--- src/rtl/sha256_digest_streamer_if.sv ---
`default_nettype none
// ============================================================================
// Module   : sha256_digest_streamer_if
// Brief    : Digest capture inputs and valid/ready byte stream of the SHA-256 egress streamer.
// Revision : 1.0
// ============================================================================
interface sha256_digest_streamer_if;
    logic [255:0] digest_in;
    logic         digest_valid;
    logic [7:0]   tx_data;
    logic         tx_valid;
    logic         tx_last;
    logic         tx_ready;
    logic         busy;
    logic         overrun;

    modport master (
        input  digest_in,
        input  digest_valid,
        input  tx_ready,
        output tx_data,
        output tx_valid,
        output tx_last,
        output busy,
        output overrun
    );

    modport slave (
        output digest_in,
        output digest_valid,
        output tx_ready,
        input  tx_data,
        input  tx_valid,
        input  tx_last,
        input  busy,
        input  overrun
    );
endinterface
`default_nettype wire

--- src/rtl/sha256_digest_streamer.sv ---
`default_nettype none
// ============================================================================
// Module   : sha256_digest_streamer
// Brief    : Captures a SHA-256 digest on a done edge and streams it as raw or hex bytes.
// Revision : 1.0
// ============================================================================
module sha256_digest_streamer #(
    parameter bit HEX_ASCII   = 1'b1,
    parameter bit APPEND_CRLF = 1'b1
) (
    input  logic                     clk,
    input  logic                     rst,
    sha256_digest_streamer_if.master bus
);
    typedef enum logic [1:0] {
        S_IDLE  = 2'd0,
        S_SEND  = 2'd1,
        S_TRAIL = 2'd2
    } state_t;

    localparam bit         c_USE_CRLF    = HEX_ASCII && APPEND_CRLF;
    localparam logic [6:0] c_DIGEST_LEN  = HEX_ASCII ? 7'd64 : 7'd32;
    localparam logic [6:0] c_DIGEST_LAST = c_DIGEST_LEN - 7'd1;
    localparam logic [6:0] c_FRAME_LAST  = c_USE_CRLF ? 7'd65 : c_DIGEST_LAST;

    state_t       r_state;
    state_t       w_state_next;
    logic [255:0] r_shift;
    logic [6:0]   r_cnt;
    logic         r_prev;
    logic         r_pend;
    logic         r_overrun;

    logic         w_rise;
    logic         w_valid;
    logic         w_accept;
    logic         w_final;
    logic         w_capture;
    logic [3:0]   w_nib;
    logic [7:0]   w_hex;
    logic [7:0]   w_data;
    logic         w_last;

    assign w_rise    = bus.digest_valid & ~r_prev;
    assign w_valid   = (r_state != S_IDLE);
    assign w_accept  = w_valid & bus.tx_ready;
    assign w_final   = w_accept & w_last;
    // A rise landing on the final handshake is a legal capture, not an overrun.
    assign w_capture = w_rise & ((r_state == S_IDLE) | w_final);

    assign w_nib = r_shift[255:252];
    assign w_hex = (w_nib < 4'd10) ? (8'h30 + {4'h0, w_nib}) : (8'h57 + {4'h0, w_nib});

    always_comb begin
        w_data = 8'h00;
        w_last = 1'b0;
        case (r_state)
            S_SEND: begin
                w_data = HEX_ASCII ? w_hex : r_shift[255:248];
                w_last = !c_USE_CRLF && (r_cnt == c_DIGEST_LAST);
            end
            S_TRAIL: begin
                w_data = (r_cnt == c_DIGEST_LEN) ? 8'h0D : 8'h0A;
                w_last = (r_cnt == c_FRAME_LAST);
            end
            default: begin
                w_data = 8'h00;
                w_last = 1'b0;
            end
        endcase
    end

    always_comb begin
        w_state_next = r_state;
        case (r_state)
            S_IDLE: begin
                if (w_rise || r_pend) begin
                    w_state_next = S_SEND;
                end
            end
            S_SEND: begin
                if (w_accept && (r_cnt == c_DIGEST_LAST)) begin
                    w_state_next = c_USE_CRLF ? S_TRAIL : S_IDLE;
                end
            end
            S_TRAIL: begin
                if (w_final) begin
                    w_state_next = S_IDLE;
                end
            end
            default: w_state_next = S_IDLE;
        endcase
    end

    always_ff @(posedge clk or posedge rst) begin
        if (rst) begin
            r_state <= S_IDLE;
        end else begin
            r_state <= w_state_next;
        end
    end

    always_ff @(posedge clk or posedge rst) begin
        if (rst) begin
            r_shift   <= '0;
            r_cnt     <= '0;
            r_prev    <= 1'b0;
            r_pend    <= 1'b0;
            r_overrun <= 1'b0;
        end else begin
            r_prev <= bus.digest_valid;
            // A capture on the final handshake waits one idle cycle before sending.
            r_pend <= w_rise & w_final;
            if (w_capture) begin
                r_shift <= bus.digest_in;
                r_cnt   <= '0;
            end else if (w_accept) begin
                r_cnt <= r_cnt + 7'd1;
                if (r_state == S_SEND) begin
                    r_shift <= HEX_ASCII ? {r_shift[251:0], 4'h0} : {r_shift[247:0], 8'h00};
                end
            end
            if (w_rise && w_valid && !w_final) begin
                r_overrun <= 1'b1;
            end
        end
    end

    assign bus.tx_data  = w_data;
    assign bus.tx_valid = w_valid;
    assign bus.tx_last  = w_last;
    assign bus.busy     = w_valid;
    assign bus.overrun  = r_overrun;
endmodule
`default_nettype wire
--- src/flat_wrapper.sv ---
// flat-port wrapper written by rule: the top's interface ports become plain ports
module sha256_digest_streamer_flat 
#(
    parameter bit HEX_ASCII   = 1'b1,
    parameter bit APPEND_CRLF = 1'b1
)
  (clk, rst, bus_digest_in, bus_digest_valid, bus_tx_ready, bus_tx_data, bus_tx_valid, bus_tx_last, bus_busy, bus_overrun);
  sha256_digest_streamer_if bus_i ();
  input  logic clk;
  input  logic rst;
  input wire logic [$bits(bus_i.digest_in)-1:0] bus_digest_in;
  input wire logic [$bits(bus_i.digest_valid)-1:0] bus_digest_valid;
  input wire logic [$bits(bus_i.tx_ready)-1:0] bus_tx_ready;
  output wire logic [$bits(bus_i.tx_data)-1:0] bus_tx_data;
  output wire logic [$bits(bus_i.tx_valid)-1:0] bus_tx_valid;
  output wire logic [$bits(bus_i.tx_last)-1:0] bus_tx_last;
  output wire logic [$bits(bus_i.busy)-1:0] bus_busy;
  output wire logic [$bits(bus_i.overrun)-1:0] bus_overrun;
  assign bus_i.digest_in = bus_digest_in;
  assign bus_i.digest_valid = bus_digest_valid;
  assign bus_i.tx_ready = bus_tx_ready;
  assign bus_tx_data = bus_i.tx_data;
  assign bus_tx_valid = bus_i.tx_valid;
  assign bus_tx_last = bus_i.tx_last;
  assign bus_busy = bus_i.busy;
  assign bus_overrun = bus_i.overrun;
  sha256_digest_streamer #(.HEX_ASCII(HEX_ASCII), .APPEND_CRLF(APPEND_CRLF)) u_core (.clk(clk), .rst(rst), .bus(bus_i));
endmodule
--- config.mk ---
export PLATFORM = sky130hd
export DESIGN_NAME = sha256_digest_streamer_flat
export DESIGN_NICKNAME = d
export VERILOG_FILES = /design/src/rtl/sha256_digest_streamer_if.sv /design/src/rtl/sha256_digest_streamer.sv /design/src/flat_wrapper.sv
export SDC_FILE = /design/constraint.sdc
export NUM_CORES = 1
export LEC_CHECK = 0
export CAP_MARGIN = 5
export CORE_UTILIZATION = 30
export DETAILED_ROUTE_END_ITERATION = 8
export PLACE_DENSITY = 0.63
export SLEW_MARGIN = 20
export SYNTH_ARGS = -nofsm -noshare
export SYNTH_HDL_FRONTEND = slang
export SYNTH_SLANG_ARGS = --single-unit
--- constraint.sdc ---
create_clock -name clk -period 11.05 [get_ports clk]
set_input_delay 2.21 -clock clk [delete_from_list [all_inputs] [get_ports clk]]
set_output_delay 2.21 -clock clk [all_outputs]
set_load 0.02 [all_outputs]
==> metrics.md <==
| Metric | Value |
|---|---|
| Outcome | finished clean |
| Synthesized cell area | 14000 um2 |
| GRT overflow | 0 |
| Mapped Nets | 1591 |
| Share of the synthesized area in the top cell type | 0.478 |
| Clk_skew | 0.00719 ns |
| Core ar. | 45800 um2 |
| CTS sink cnt | 268 |
| Worst Path Class, Setup | flop to primary output |
| Max Used Layer | met5 |
| Htree depth | 1 |
| Period utilization | 0.460 |
| Hold WC Path Type | flop to flop |
| # fillers | 4485 |
| DRT Pass-1 Iters | 5 |
| Vias after detailed routing | 12.6k |
| Largest cells by area after synthesis | dfrtp_1, a32oi_1, a2bb2oi_1 |
| WP buf/inv | 1 |
| DRC viols | 0 |
| Initial Util | 0.306 |
| First-pass GRT wire length | 71.2 mm |
| Slew Viols, Final | 0 |
| Largest net degree at the start of global routing | 255 |
| CTS tree | yes |
| Die area | 47600 um2 |
| RSZ-0062 raised after global routing | false |
| Switch Pwr | 1590 uW |
| Syn_area_per_cell | 10.6 um2 |
| # nets final | 1712 |
| Crit Path Max Fanout | 7 |
| Slew headroom | 0.260 |
| Die X | 218 um |
| Fin. Hold Viols | 0 |
| Sw Ratio | 0.361 |
| Post-synth EDFFs | 0 |
| TritonCTS buffer count | 31 |
| Combinational fraction of design power | 0.387 |
| Critical path, cell by cell | or4b_1 > nor2_1 > nand3_1 > a21boi_0 > clkdlybuf4s50_1 |
| FF+latch count, synth | 268 |
| Layout cells sized above 1 | 0.0551 |
| Row cnt | 78 |
| Clock-pin slew on the worst setup and hold paths | 0.06 ns |
| I/O Pins | 272 |
| WL met2 | 20.6 mm |
| Sequential share of the synthesized area | 0.478 |
| Proportion of power drawn by flip-flops and latches | 0.377 |
| Total track usage | 0.182 |
| Achievable clock frequency | 197 MHz |
| VDD IR max | 0.136 mV |
| Post-synth cell types | 44 |
| P_int | 2830 uW |
| Gpl congestion | 0.770 |
| Crit path DAT | 2.87 ns |
| Cell Pwr Density | 248 nW/um2 |
| Wire length per cell | 21.8 um |
| Dominant synthesized flop cell | dfrtp_1 |
| Final ANT Viol Nets | 0 |
| Measured slew at the worst slew-check pin | 1.11 ns |
| Die H | 218 um |
| Dpl cells | 2011 |
| Non-filler cells, final | 2071 |
| Initial antenna violation count | 4 |
| Met3 Wirelength | 2.80 mm |
| Leak Pwr | 0.00666 uW |
| CP max-delay cell | clkdlybuf4s50_1 |
| Synth Warn # | 0 |
| Critical path endpoint category | primary output |
| Setup slack at placement | 5.65 ns |
| CTS Root Cell | clkbuf_16 |
| Synth async-reset ratio | 1.00 |
| Final setup vio count | 0 |
| PostCTS Resize Cnt | 0 |
| Area grow syn2layout | 26.9% |
| Port Buffers | 270 |
| DR iter-0 viols | 1427 |
| Gate Count Post-Synth | 1324 |
| Vias in the first global route | 12.5k |
| Setup TNS | 0 ns |
| Post-synth top area cell | dfrtp_1 |
| Startpoint Class | flop |
| Clock power frac | 0.235 |
| WL met1 | 20.4 mm |
| Clock Latency Late Sink | 0.58 ns |
| Setup bufs post-CTS | 0 |
| Clock tree buffer depth | 3 |
| Worst EP required | 8.84 ns |
| Via-to-Cell Ratio | 6.06 |
| Tmin final | 5.08 ns |
| Cts hold-fix bufs | 0 |
| Cell family contributing the most delay on the critical path | simple AND/OR/NAND/NOR gates |
| HPWL after detailed placement | 25.0 mm |
| Total routed wirelength | 45.1 mm |
| Worst path max stage delay | 0.74 ns |
| Post-route setup slack | 5.97 ns |
| Max-Cap Viols | 0 |
## placed cells by master (no fill, tap or decap), drive strengths merged, types with 2 or more instances in the layout
cell type,Yosys,routed
a22o,4,4
a32oi,252,252
nor2,11,11
nand2,6,6
o21ai,258,258
nor2b,3,3
a22oi,3,3
a2bb2oi,249,249
o2111ai,2,2
clkinvlp,0,3
o31ai,2,2
clkbuf,77,46
nand3,2,2
ha,7,7
and3b,2,2
nand4,2,2
clkinv,0,7
o211ai,2,2
nand2b,4,4
a21boi,3,3
inv,12,13
xor2,5,5
xnor2,2,2
clkdlybuf4s50,0,270
nor3,3,3
dfrtp,268,268
and2,2,2
a21oi,3,3
buf,124,19
a31oi,5,5
## sequential cells by signal (all words and copies together) (netlist names)
name	count
u_core.bus.overrun	1
u_core.r_cnt	7
u_core.r_pend	1
u_core.r_prev	1
u_core.r_shift	256
u_core.r_state	2
## cell families (layout without fill, tap and decap cells)
family                     after synthesis  count (layout)  share of synthesized area
AOI/OAI and AO/OA                      789             789                      0.421
xor gates and xnor gates                 7               7                    0.00437
adders and majority gates                7               7                    0.00625
buffers and inverters                  213             359                     0.0731
DFF                                    268             268                      0.478
other                                    1               2                   0.000268
and+or+nand+nor                         39              39                     0.0165
## final cells by class
type                       count  area (um2)  area share
sequential                   268        6710       0.377
inverter                      12        52.6     0.00296
clock inverter                12         100     0.00563
timing repair buffer         289        2890       0.163
clock buffer                  46         932      0.0524
antenna                        1        2.50    0.000141
tap                          600         751      0.0422
multi-input combinational    843        6350       0.357
## per-stage QoR
step                hold slack, ns  power, uW  cell area [um2]  utilization
floorplan                    0.460       2950            14000            -
global placement             0.445       3350            16700        0.365
detailed placement           0.451       3390            16700        0.365
CTS                          0.469       4460            17800        0.388
global route                 0.484       4720            17800        0.389
finish                       0.465       4420            17800        0.389
## worst paths after layout
kind | from | to | slack [ns] | cells after the start
worst max-delay path | u_core.r_cnt[2]$_DFFE_PP0P_ | bus_tx_data[0] | 5.97 | 5
worst min-delay path | u_core.bus.overrun$_DFFE_PP0P_ | u_core.bus.overrun$_DFFE_PP0P_ | 0.47 | 1
worst max register to register | u_core.r_state[0]$_DFFE_PP0P_ | u_core.r_shift[139]$_DFFE_PP0P_ | 7.48 | 8
worst min register to register | u_core.bus.overrun$_DFFE_PP0P_ | u_core.bus.overrun$_DFFE_PP0P_ | 0.47 | 1
max in group asynchronous | rst | u_core.r_shift[45]$_DFFE_PP0P_ | 7.48 | 3
min in group asynchronous | rst | u_core.r_shift[141]$_DFFE_PP0P_ | 2.15 | 2
## Yosys cell counts (3+ instances only)
master,n
a2bb2oi_1,249
xor2_1,5
a22oi_1,3
o21ai_0,258
inv_1,12
buf_2,89
nor3_1,3
dfrtp_1,268
nand2b_1,4
clkbuf_1,76
nand2_1,6
ha_1,7
buf_1,6
a31oi_1,5
a32oi_1,252
buf_4,28
a21boi_0,3
a22o_1,4
nor2_1,10
a21oi_1,3
nor2b_1,3
## power by group through the flow
stage,Combinational (uW),Sequential (uW),Clock [uW]
2_1_floorplan,1360,1590,0
3_3_place_gp,1680,1670,0
3_5_place_dp,1720,1670,0
4_1_cts,1730,1660,1070
5_1_grt,1890,1720,1110
6_report,1710,1670,1040
## layer usage
| metal | global-route usage | up-vias |
|---|---|---|
| li1 | - | 5652 |
| met1 | 0.258 | 6395 |
| met2 | 0.281 | 427 |
| met3 | 0.0363 | 79 |
| met4 | 0.0501 | 6 |
| met5 | 0 | - |
Note: power is estimated with default switching activity, not from simulation.
